[config.mk]
export PLATFORM = sky130hd
export DESIGN_NAME = adder_arbiter
export DESIGN_NICKNAME = d
export VERILOG_FILES = /design/src/rtl/adder_arbiter.sv
export SDC_FILE = /design/constraint.sdc
export NUM_CORES = 1
export LEC_CHECK = 0
export CELL_PAD_IN_SITES_DETAIL_PLACEMENT = 1
export CELL_PAD_IN_SITES_GLOBAL_PLACEMENT = 1
export CORE_MARGIN = 5
export CORE_UTILIZATION = 35
export CTS_CLUSTER_DIAMETER = 100
export DETAILED_ROUTE_END_ITERATION = 8
export HOLD_SLACK_MARGIN = 0.15
export PLACE_DENSITY_LB_ADDON = 0.1
export SLEW_MARGIN = 20
export SYNTH_ARGS = -nofsm -noshare
export SYNTH_HDL_FRONTEND = slang
export SYNTH_SLANG_ARGS = --single-unit
[constraint.sdc]
create_clock -name clk_i -period 2.95 [get_ports clk_i]
set_input_delay 0.4425 -clock clk_i [delete_from_list [all_inputs] [get_ports clk_i]]
set_output_delay 0.4425 -clock clk_i [all_outputs]
set_load 0.02 [all_outputs]
[src/rtl/adder_arbiter.sv]
// Round-robin scheduler sharing one pipelined adder among NREQ requesters.
// Tags follow each issue through the adder; a credit-guarded FWFT FIFO returns results in issue order.
module adder_arbiter #(
    parameter int unsigned NREQ       = 4,
    parameter int unsigned DATAW      = 32,
    parameter int unsigned LATENCY    = 2,
    parameter int unsigned FIFO_DEPTH = 4,
    parameter int unsigned IDW        = (NREQ > 1) ? $clog2(NREQ) : 1,
    parameter int unsigned CNTW       = $clog2(FIFO_DEPTH + 1)
) (
    input  logic                  clk_i,
    input  logic                  rst_i,
    input  logic [NREQ-1:0]       req_valid_i,
    output logic [NREQ-1:0]       req_ready_o,
    input  logic [NREQ*DATAW-1:0] req_dataa_i,
    input  logic [NREQ*DATAW-1:0] req_datab_i,
    output logic                  add_valid_o,
    output logic [DATAW-1:0]      add_dataa_o,
    output logic [DATAW-1:0]      add_datab_o,
    input  logic [DATAW-1:0]      add_sum_i,
    output logic                  resp_valid_o,
    input  logic                  resp_ready_i,
    output logic [DATAW-1:0]      resp_sum_o,
    output logic [IDW-1:0]        resp_id_o,
    output logic [CNTW-1:0]       outstanding_o
);

    localparam int unsigned PTRW = (FIFO_DEPTH > 1) ? $clog2(FIFO_DEPTH) : 1;

    logic [IDW-1:0]   r_ptr;
    logic [CNTW-1:0]  r_outst;
    logic [DATAW-1:0] r_last_a;
    logic [DATAW-1:0] r_last_b;

    logic [IDW-1:0]   w_grant;
    logic             w_found;
    int unsigned      w_idx;
    logic             w_issue;
    logic             w_pop;
    logic             w_push;
    logic [IDW-1:0]   w_push_id;
    logic [DATAW-1:0] w_sel_a;
    logic [DATAW-1:0] w_sel_b;

    // Round-robin search: first valid index at or after r_ptr, wrapping at NREQ.
    always_comb begin
        w_grant = '0;
        w_found = 1'b0;
        w_idx   = 0;
        for (int unsigned k = 0; k < NREQ; k++) begin
            w_idx = (32'(r_ptr) + k) % NREQ;
            if (!w_found && req_valid_i[w_idx]) begin
                w_grant = IDW'(w_idx);
                w_found = 1'b1;
            end
        end
    end

    assign w_issue = (|req_valid_i) && (32'(r_outst) < FIFO_DEPTH);
    assign w_pop   = resp_valid_o && resp_ready_i;

    always_comb begin
        req_ready_o = '0;
        if (w_issue) begin
            req_ready_o[w_grant] = 1'b1;
        end
    end

    assign w_sel_a = req_dataa_i[32'(w_grant) * DATAW +: DATAW];
    assign w_sel_b = req_datab_i[32'(w_grant) * DATAW +: DATAW];

    // Operands hold the last issued pair between issues.
    assign add_valid_o = w_issue;
    assign add_dataa_o = w_issue ? w_sel_a : r_last_a;
    assign add_datab_o = w_issue ? w_sel_b : r_last_b;

    always_ff @(posedge clk_i) begin
        if (rst_i) begin
            r_ptr    <= '0;
            r_outst  <= '0;
            r_last_a <= '0;
            r_last_b <= '0;
        end else begin
            if (w_issue) begin
                r_ptr    <= (32'(w_grant) == NREQ - 1) ? '0 : w_grant + 1'b1;
                r_last_a <= w_sel_a;
                r_last_b <= w_sel_b;
            end
            if (w_issue && !w_pop) begin
                r_outst <= r_outst + 1'b1;
            end else if (!w_issue && w_pop) begin
                r_outst <= r_outst - 1'b1;
            end
        end
    end

    assign outstanding_o = r_outst;

    // Tag pipeline mirrors the adder latency and is never stalled.
    if (LATENCY == 0) begin : g_tag_comb
        assign w_push    = w_issue;
        assign w_push_id = w_grant;
    end else begin : g_tag_pipe
        logic [LATENCY-1:0] r_tag_vld;
        logic [IDW-1:0]     r_tag_id [LATENCY];

        always_ff @(posedge clk_i) begin
            if (rst_i) begin
                r_tag_vld <= '0;
                for (int unsigned i = 0; i < LATENCY; i++) begin
                    r_tag_id[i] <= '0;
                end
            end else begin
                r_tag_vld[0] <= w_issue;
                r_tag_id[0]  <= w_grant;
                for (int unsigned i = 1; i < LATENCY; i++) begin
                    r_tag_vld[i] <= r_tag_vld[i-1];
                    r_tag_id[i]  <= r_tag_id[i-1];
                end
            end
        end

        assign w_push    = r_tag_vld[LATENCY-1];
        assign w_push_id = r_tag_id[LATENCY-1];
    end

    // Result FIFO; credits guarantee it never overflows.
    logic [DATAW-1:0] r_mem_sum [FIFO_DEPTH];
    logic [IDW-1:0]   r_mem_id  [FIFO_DEPTH];
    logic [PTRW-1:0]  r_wr;
    logic [PTRW-1:0]  r_rd;
    logic [CNTW-1:0]  r_cnt;

    function automatic logic [PTRW-1:0] ptr_inc(input logic [PTRW-1:0] p);
        return (32'(p) == FIFO_DEPTH - 1) ? '0 : p + 1'b1;
    endfunction

    always_ff @(posedge clk_i) begin
        if (rst_i) begin
            r_wr  <= '0;
            r_rd  <= '0;
            r_cnt <= '0;
        end else begin
            if (w_push) begin
                r_wr <= ptr_inc(r_wr);
            end
            if (w_pop) begin
                r_rd <= ptr_inc(r_rd);
            end
            if (w_push && !w_pop) begin
                r_cnt <= r_cnt + 1'b1;
            end else if (!w_push && w_pop) begin
                r_cnt <= r_cnt - 1'b1;
            end
        end
    end

    always_ff @(posedge clk_i) begin
        if (w_push) begin
            r_mem_sum[r_wr] <= add_sum_i;
            r_mem_id[r_wr]  <= w_push_id;
        end
    end

    // Head is masked while empty so the storage itself needs no reset.
    assign resp_valid_o = (r_cnt != '0);
    assign resp_sum_o   = resp_valid_o ? r_mem_sum[r_rd] : '0;
    assign resp_id_o    = resp_valid_o ? r_mem_id[r_rd] : '0;

`ifndef SYNTHESIS
    a_ready_onehot: assert property (@(posedge clk_i) disable iff (rst_i)
        $onehot0(req_ready_o));
    a_no_overflow: assert property (@(posedge clk_i) disable iff (rst_i)
        !(w_push && !w_pop && (32'(r_cnt) == FIFO_DEPTH)));
`endif

endmodule

# Word-level counts from Yosys, hierarchy flattened
# Memories as Yosys holds them, arrays and structs flattened. A register that Yosys moved wholly into a read port is not among the register bits.
# Cells that the tools add are included.
# totals
memories,3
inputBits,295
mem_bits_rw,140
out_inout_bits,107
word_cells,95
register_bits,78
# classes
eq_ne,3
reduce_logical,20
bitwise_logic,2
magnitude_cmp,7
shift,2
addsub,10
mux,40
# mem_list
memory,depth,word_bits,read_ports,rd_clocked_by_memory_dff,write_ports,line_no,source
r_mem_sum,4,32,1,1,1,128,logic [DATAW-1:0] r_mem_sum [FIFO_DEPTH];
r_mem_id,4,2,1,1,1,129,logic [IDW-1:0] r_mem_id [FIFO_DEPTH];
g_tag_pipe.r_tag_id,2,2,2,0,2,105,logic [IDW-1:0] r_tag_id [LATENCY];
# ops
cell,n
indexed part select 128 x 8 -> 32 bit,2
two-way mux 32 bit,3
two-way mux 2 bit,14
less-than comparator 2 x 3 -> 1 bit (second input constant),5
two-way mux 1 bit,13
two-way mux 3 bit,4
logical AND 1 bit,10
adder 2 x 1 -> 2 bit (second input constant),4
binary-select mux 1 bit (select 2 bit),4
adder 3 x 1 -> 3 bit (second input constant),2
== test 2 bit (second input constant),3
zero test 1 bit,6
subtractor 3 x 1 -> 3 bit (second input constant),2
adder 2 bit (second input constant),2
two-way mux 4 bit,1
nonzero test 2 bit,2
OR reduction 4 bit,1
less-than comparator 3 bit (second input constant),1
nonzero test 3 bit,1
demux 1 bit (select 2 bit),1
>= comparator 2 x 1 -> 1 bit (second input constant),1
bitwise OR 1 bit,2

# Logic depth before layout (Yosys ltp)
# Gate-level depths: netlist of run 1.
# depth
depth_word,17
depth_mapped,9
ltp_nobuf,9

# Worst setup path after synthesis of run 1
# OpenSTA, ideal clock, no wires.
# synth_path
path_kind,reg-to-reg
from,register r_cnt[0]
to,"register r_outst[2], in the netlist outstanding_o[2]"
setup_ps,71
required_time_ps,2879
synth_period_minus_slack_ps,2235
n_path_buf,1
setup_slack_ps,715
t_arrival_ps,2164
stages_incl_launch_ff,10
path_cell_list,dfxtp_1 or3_1 clkbuf_1 nand2_1 ha_1 inv_1 fa_1 xor2_1 or3_1 a21oi_1
# synth_via
elab_chain_cells,5
word_cells_on_any_way,7
# synth_rtl
element,line_no,source
from (decl),132,logic [CNTW-1:0] r_cnt;
from (signal assigned),151,r_cnt <= r_cnt + 1'b1;
from (signal assigned),153,r_cnt <= r_cnt - 1'b1;
nonzero test 3 bit (*),166,assign resp_valid_o = (r_cnt != '0);
logical AND 1 bit (*),60,assign w_pop = resp_valid_o && resp_ready_i;
zero test 1 bit,89,if (w_issue && !w_pop) begin
logical AND 1 bit,89,
two-way mux 3 bit or nonzero test 2 bit (tied branches),--,
to (signal assigned),90,r_outst <= r_outst + 1'b1;
to (signal assigned),92,r_outst <= r_outst - 1'b1;
to (decl),31,logic [CNTW-1:0] r_outst;
# Every way passes the cells marked *; elsewhere a longest branch is shown, timed or not.
# A chain may end at the register's enable or synchronous reset.

# Worst setup path in the final report of run 1
# layout_path
from,input req_valid_i[2]
to,output add_datab_o[19]
# layout_via
elab_chain_cells,14
word_cells_on_any_way,25
# layout_rtl
element,line_no,source
from (decl),13,"input logic [NREQ-1:0] req_valid_i,"
binary-select mux 1 bit (select 2 bit),52,if (!w_found && req_valid_i[w_idx]) begin
two-way mux 1 bit (not written as such),52,
two-way mux 1 bit,52,
zero test 1 bit,52,
logical AND 1 bit,52,
two-way mux 1 bit,52,
zero test 1 bit,52,
logical AND 1 bit,52,
two-way mux 1 bit,52,
zero test 1 bit,52,
logical AND 1 bit,52,
two-way mux 2 bit,52,
indexed part select 128 x 8 -> 32 bit,70,assign w_sel_b = req_datab_i[32'(w_grant) * DATAW +: DATAW];
two-way mux 32 bit (*),--,
to (decl),19,"output logic [DATAW-1:0] add_datab_o,"
# Every way passes the cells marked *; elsewhere a longest branch is shown, timed or not. The select of a mux whose other input is x is not followed.

==> flow_summary.yaml, run 1 <==
detailed_routing:
  wirelength_um: 42930
  via_count: 9472
  drt_iter0_markers: 412
  route.detailed.drc: 0
  first_pass_iters: 5
  drt-vias-per-instance: 5.298
  post_drt_wl_per_cell_um: 24.01
  drtAntennaViolNets: 0
die:
  die_y_um: 184.2
  coreArea_mm2: 0.02980
  die_area_mm2: 0.03394
  io_pins: 402
  rows: 63
  initial_core_util_pct: 35.66
  die_w_um: 184.2
synth:
  yosysMostFrequentCell: "edfxtp_1"
  ys_async_sr_fraction_pct: 0
  synth_common_cells: "136 x edfxtp_1, 133 x mux2i_1, 132 x nand2_1"
  post-synth-top-area-fraction_pct: 38.44
  synth-edff-count: 136
  ys_seq_elements: 220
  synth_area_mm2: 0.01062
  seq_area_frac_synth_pct: 54.27
  synth.distinct_cells: 32
  synth_area_leaders: "edfxtp_1 38%, dfxtp_1 16%, mux2i_1 13%, o221ai_1 11%, mux4_2 7.2%"
  synth_top_family_by_area: "multiplexers"
  synth_xor_area_share_pct: 0.3298
  syn_inst: 825
  synthMuxAreaShare_pct: 19.74
  ys_warn_count: 0
  yosys.area_share.simple_pct: 8.503
  synth_nets: 1133
  syn_avg_cell_area_um2: 12.88
  synthAdderAreaFrac_pct: 1.672
  yosysTopAreaCell: "edfxtp_1"
  synth_compound_area_share_pct: 11.38
  synth_ff_type: "edfxtp_1"
layout:
  design_area_mm2: 0.01795
  syn2layout_area_growth_pct: 68.93
  layout.nets: 1679
  drive_above_1_share_pct: 32.06
  fin_util_pct: 60.23
worst_setup_path:
  worstSetupPathType: "primary input to output port"
  endpoint_kind: "output port"
  reg2reg_slack_ps: 620
  worstReg2RegStart: "r_cnt[0]"
  worst_r2r_path_depth: 8
  crit_fanout: 8
  required_ps: 2510
  regToRegEndpoint: "r_cnt[2]"
  arrival_ps: 2450
  startpoint_type: "primary input"
timing:
  finalHoldViolCount: 0
  worst_pin_slew_ps: 549.6
  relSlewSlack_pct: 63.36
  min_period_ps: 2889
  rsz0062_at_grt: "true"
  fin_crit_sh_pct: 97.95
  fin_skew_ps: 14.48
  setup_violations: 0
  max_freq_mhz: 346.1
  fin_setup_tns_ps: 0
  slew_viol_final: 0
clocking:
  holdBufCountCts: 0
  cts_sinks: 220
  cts-buffers-inserted: 25
  clk_latency_ps: 510
  cts_max_level: 1
  clk_path_buf_depth: 3
  root_buffer: "clkbuf_16"
  cts_tree: "yes"
  cts.reportedPaths.clkPinSlew_ps: 60
worst_hold_path:
  min_path_type: "flop to flop"
  hp-start: "g_tag_pipe.r_tag_vld[0]"
  min_to: "g_tag_pipe.r_tag_vld[1]"
  hold_depth: 1
power_and_ir_drop:
  clockPowerShare_pct: 19.9
  internal_power_uw: 9464
  swShare_pct: 36.57
  power.total_uw: 14920
  peakVddDrop_mv: 0.3845
  p_per_area_mw_per_mm2: 831.4
  p_seq_share_pct: 26.7
  combinationalPowerShare_pct: 53.5
  leakage_uw: 0.006548
  p_switching_uw: 5457
global_route:
  overflow: 0
  antenna_found_initial: 12
  grt_pass1_vias: 10420
  grt_use_total_pct: 24.00
  grt_max_degree: 36
  grt_pass1_wl_um: 63050
outcome:
  status: "complete, no violations"
run:
  drv_cap: 0
placed_design:
  port_buffers: 401
  hpwl_um: 30590
  place_congestion: 0.8706
  place_area_mm2: 0.01631
-- metal layers --
layer / wire, um / track usage [%] / up-vias
li1: - / - / 4350
met1: 16110 / 28.72 / 4703
met2: 22600 / 42.61 / 343
met3: 2803 / 5.546 / 72
met4: 1394 / 8.015 / 4
met5: 27 / 0 / -
-- how the worst max path moves through the flow --
| stage | start | endpoint | slack [ps] | cells past startpoint |
|---|---|---|---|---|
| global route | req_valid_i[2] | add_datab_o[7] | -30 | 10 |
| floorplan | r_cnt[0] | outstanding_o[2] | 720 | 9 |
| detailed placement | req_valid_i[1] | add_datab_o[14] | -540 | 9 |
| finish | req_valid_i[2] | add_datab_o[19] | 60 | 9 |
| CTS | r_ptr[0] | add_dataa_o[13] | -70 | 8 |
| global placement | req_valid_i[0] | add_datab_o[14] | -490 | 9 |
-- placed cells by master (no fill, tap or decap), types with 5 or more instances in the layout --
cell	count
clkdlybuf4s50_1	330
buf_4	173
edfxtp_1	136
nand2_1	132
o221ai_1	102
dfxtp_1	82
mux2i_2	62
mux2i_1	52
and2_1	42
mux4_2	34
o221ai_2	26
clkbuf_16	26
buf_12	26
buf_2	25
mux2i_4	19
nor2_1	14
ha_1	11
buf_6	11
diode_2	10
clkbuf_1	7
inv_1	6
a21oi_1	6
buf_16	6
clkinv_2	5
clkdlybuf4s15_2	5
-- final cells by class --
cell class,instances,area [um2]
Multi-Input combinational cell,529,5089
Antenna cell,10,25.02
Clock inverter,12,122.6
Sequential cell,220,5773
Clock buffer,32,651.9
Timing Repair Buffer,586,5764
Inverter,9,33.78
Fill cell,2974,11850
Tap cell,390,488.0
-- repair_timing --
item,in CTS,in global routing
resized for setup,350,120
endpoints found under the setup margin,84,68
pin swaps,1,7
setup buffers,6,3
gates cloned,7,1
-- power groups by stage --
stage / sequential, uW / combinational (uW) / clock [uW]
floorplan: 3940 / 3660 / 0
global placement: 3990 / 7340 / 0
detailed placement: 4010 / 7400 / 0
CTS: 3970 / 7690 / 3050
global route: 4020 / 8470 / 3220
finish: 3980 / 7980 / 2970
-- registers in the layout (all words and copies together), names as in the netlist, named ones only --
name / cells
r_mem_sum: 128
r_last_a: 32
r_last_b: 32
r_mem_id: 8
g_tag_pipe.r_tag_id: 4
outstanding_o: 3
r_cnt: 3
g_tag_pipe.r_tag_vld: 2
r_ptr: 2
r_rd: 2
r_wr: 2
-- worst max-delay path: stages --
cell and delay [ps]:
clkdlybuf4s50_1 510, inv_1 90, a21oi_2 120, o22a_4 190, buf_12 160, bufbuf_16 300
mux2i_1 290, o221ai_2 170, buf_12 160
-- logic make-up (layout without fill, tap and decap cells) --
logic type / count (synthesis) / after routing
compound gates: 142 / 142
xor+xnor: 4 / 4
fa+ha+maj: 13 / 13
buf+inv: 76 / 639
flops: 220 / 220
mux: 167 / 167
other cells: 0 / 10
simple gates: 203 / 203
-- per-stage QoR --
step	hold slack (ps)	worst slack (ps)	instances
3_3_place_gp	419.0	-491.5	1718
3_5_place_dp	423.6	-538.8	1718
2_1_floorplan	413.8	715.0	825
6_report	434.0	60.55	1788
5_1_grt	449.5	-34.04	1788
4_1_cts	438.2	-71.27	1775
(Power assumes the default switching activity.)
==> run 2: changes to the inputs <==
- HOLD_SLACK_MARGIN: 0.15 -> not set
==> results of run 2 <==
No change in the layout: final DEF, timing and power equal those of run 1.
==> run 3: changes to the inputs <==
- SKIP_CTS_REPAIR_TIMING: not set -> 1
==> flow_summary.yaml, run 3 (same netlist as run 1, synthesis figures left out) <==
placed_design:
  place_congestion: 0.8706
  place_area_mm2: 0.01631
  port_buffers: 401
  hpwl_um: 30590
  preCtsSetupSlack_ps: -538.8
timing:
  max_freq_mhz: 332.0
  setup_violations: 3
  finalHoldViolCount: 0
  relSlewSlack_pct: 64.61
  slew_viol_final: 0
  fin_skew_ps: 17.75
  fin_setup_tns_ps: -99.71
  rsz0062_at_grt: "true"
  worst_pin_slew_ps: 530.8
  fin_crit_sh_pct: 102.1
  min_period_ps: 3012
  layout_setup_ws_ps: -61.80
detailed_routing:
  drt-vias-per-instance: 5.300
  first_pass_iters: 4
  drtAntennaViolNets: 0
  post_drt_wl_per_cell_um: 23.76
  via_count: 9498
  route.detailed.drc: 0
  drt_iter0_markers: 434
  wirelength_um: 42580
worst_setup_path:
  reg2reg_slack_ps: 630
  cp_num_buf_inv: 4
  cp_num_cells: 9
  required_ps: 2510
  critPathTopFamily: "buffers and inverters"
  crit_fanout: 8
  cp_common_cell: "buf_12"
  regToRegEndpoint: "r_cnt[2]"
  arrival_ps: 2570
  worst_r2r_path_depth: 8
  crit_slowest_cell: "dfxtp_2"
  worstReg2RegStart: "r_cnt[0]"
  worstSetupPathType: "flop to output port"
  max_stage_delay_ps: 340
  endpoint_kind: "output port"
  startpoint_type: "flop"
  path_cells: "nand2b_4 -> nor2b_4 -> o22a_4 -> buf_12 -> buf_16 -> buf_12 -> mux2i_2 -> o221ai_1 -> dlymetal6s2s_1"
layout:
  final_cell_mix: "329 x clkdlybuf4s50_1, 173 x buf_4, 136 x edfxtp_1"
  design_area_mm2: 0.01799
  regMostFlops: "r_mem_sum"
  drive_above_1_share_pct: 29.84
  layout.nets: 1685
  top_regs: "r_mem_sum: 128 flops, r_last_a: 32 flops, r_last_b: 32 flops"
  syn2layout_area_growth_pct: 69.31
  largest_reg_flops: 128
  mostFrequentLayoutCell: "clkdlybuf4s50_1"
global_route:
  overflow: 0
  grt_max_degree: 36
  grt_pass1_vias: 10130
  antenna_found_initial: 9
  grt_pass1_wl_um: 60080
  grt_use_total_pct: 22.73
die:
  io_pins: 402
  die_w_um: 184.2
  die_y_um: 184.2
  initial_core_util_pct: 35.66
  die_area_mm2: 0.03394
  coreArea_mm2: 0.02980
  rows: 63
run:
  drv_cap: 0
worst_hold_path:
  min_path_type: "flop to flop"
  min_to: "g_tag_pipe.r_tag_vld[1]"
  hold_depth: 1
  hp-start: "g_tag_pipe.r_tag_vld[0]"
power_and_ir_drop:
  leakage_uw: 0.006770
  p_per_area_mw_per_mm2: 829.6
  peakVddDrop_mv: 0.3931
clocking:
  cts_tree: "yes"
  cts.reportedPaths.clkPinSlew_ps: 60
  clk_path_buf_depth: 3
  root_buffer: "clkbuf_16"
  cts_sinks: 220
  cts_max_level: 1
  cts-buffers-inserted: 25
  clk_latency_ps: 510
outcome:
  status: "complete, but fails checks"
  violations: "negative setup slack"
[run 3: changes by cell type in the layout (fill, tap and decap cells not counted), moves of 5 or more]
cell             before  now
mux2i_1              52   70
clkdlybuf4s15_2       5    0
dlymetal6s2s_1        1   22
mux2i_2              62   41
buf_2                25    2
clkbuf_2              2   20
[run 3: worst register-to-register path, delay by kind of cell, from the launching register on]
| kind | cells | cell delay, ps |
|---|---|---|
| AND/OR/NAND/NOR | 3 | 900 |
| adder cells (fa/ha/maj) | 2 | 620 |
| flip-flops | 1 | 350 |
| XOR/XNOR | 1 | 190 |
| AO/OA/AOI/OAI | 1 | 150 |
| buffers and inverters | 1 | 60 |
[run 3: cell type report]
class / instances / area [um2]
multi-input cells: 529 / 5064
clock buffers: 32 / 651.9
repair buffers: 592 / 5837
inverters: 9 / 33.78
well taps: 390 / 488.0
flip-flops and latches: 220 / 5771
clock inverters: 12 / 122.6
diodes: 8 / 20.02
fillers: 2961 / 11810
[run 3: power by group]
group / leakage, uW / total [uW] / switching [uW] / internal [uW]
Combinational: 0.00446 / 7980 / 3970 / 4010
Sequential: 0.00193 / 3970 / 260 / 3710
Clock: 0.000379 / 2970 / 1240 / 1740
[run 3: how the worst max path moves through the flow]
stage                        start                to  slack [ps]
floorplan                 r_cnt[0]  outstanding_o[2]         720
global route              r_ptr[0]   add_datab_o[10]        -130
global placement    req_valid_i[0]   add_datab_o[14]        -490
CTS                 req_valid_i[1]   add_datab_o[14]        -560
detailed placement  req_valid_i[1]   add_datab_o[14]        -540
finish                    r_ptr[0]   add_datab_o[14]         -60
[run 3: metal layers]
layer / GRT usage (%) / up-vias / part of all wire, %
li1: - / 4349 / -
met1: 27.08 / 4765 / 38
met2: 40.71 / 322 / 52
met4: 6.329 / 4 / 2.9
met3: 5.783 / 58 / 6.3
met5: 0 / - / 0.066
[run 3: stage by stage]
step                      hold slack [ps]  total power (uW)  util, %  cells
after detailed placement            423.6             11420    54.74   1718
final                               434.9             14920    60.37   1792
after floorplan                     413.8              7602        -    825
after CTS                           438.2             14460    57.34   1762
after global placement              419.0             11320    54.74   1718
after global routing                449.5             15690    60.37   1792
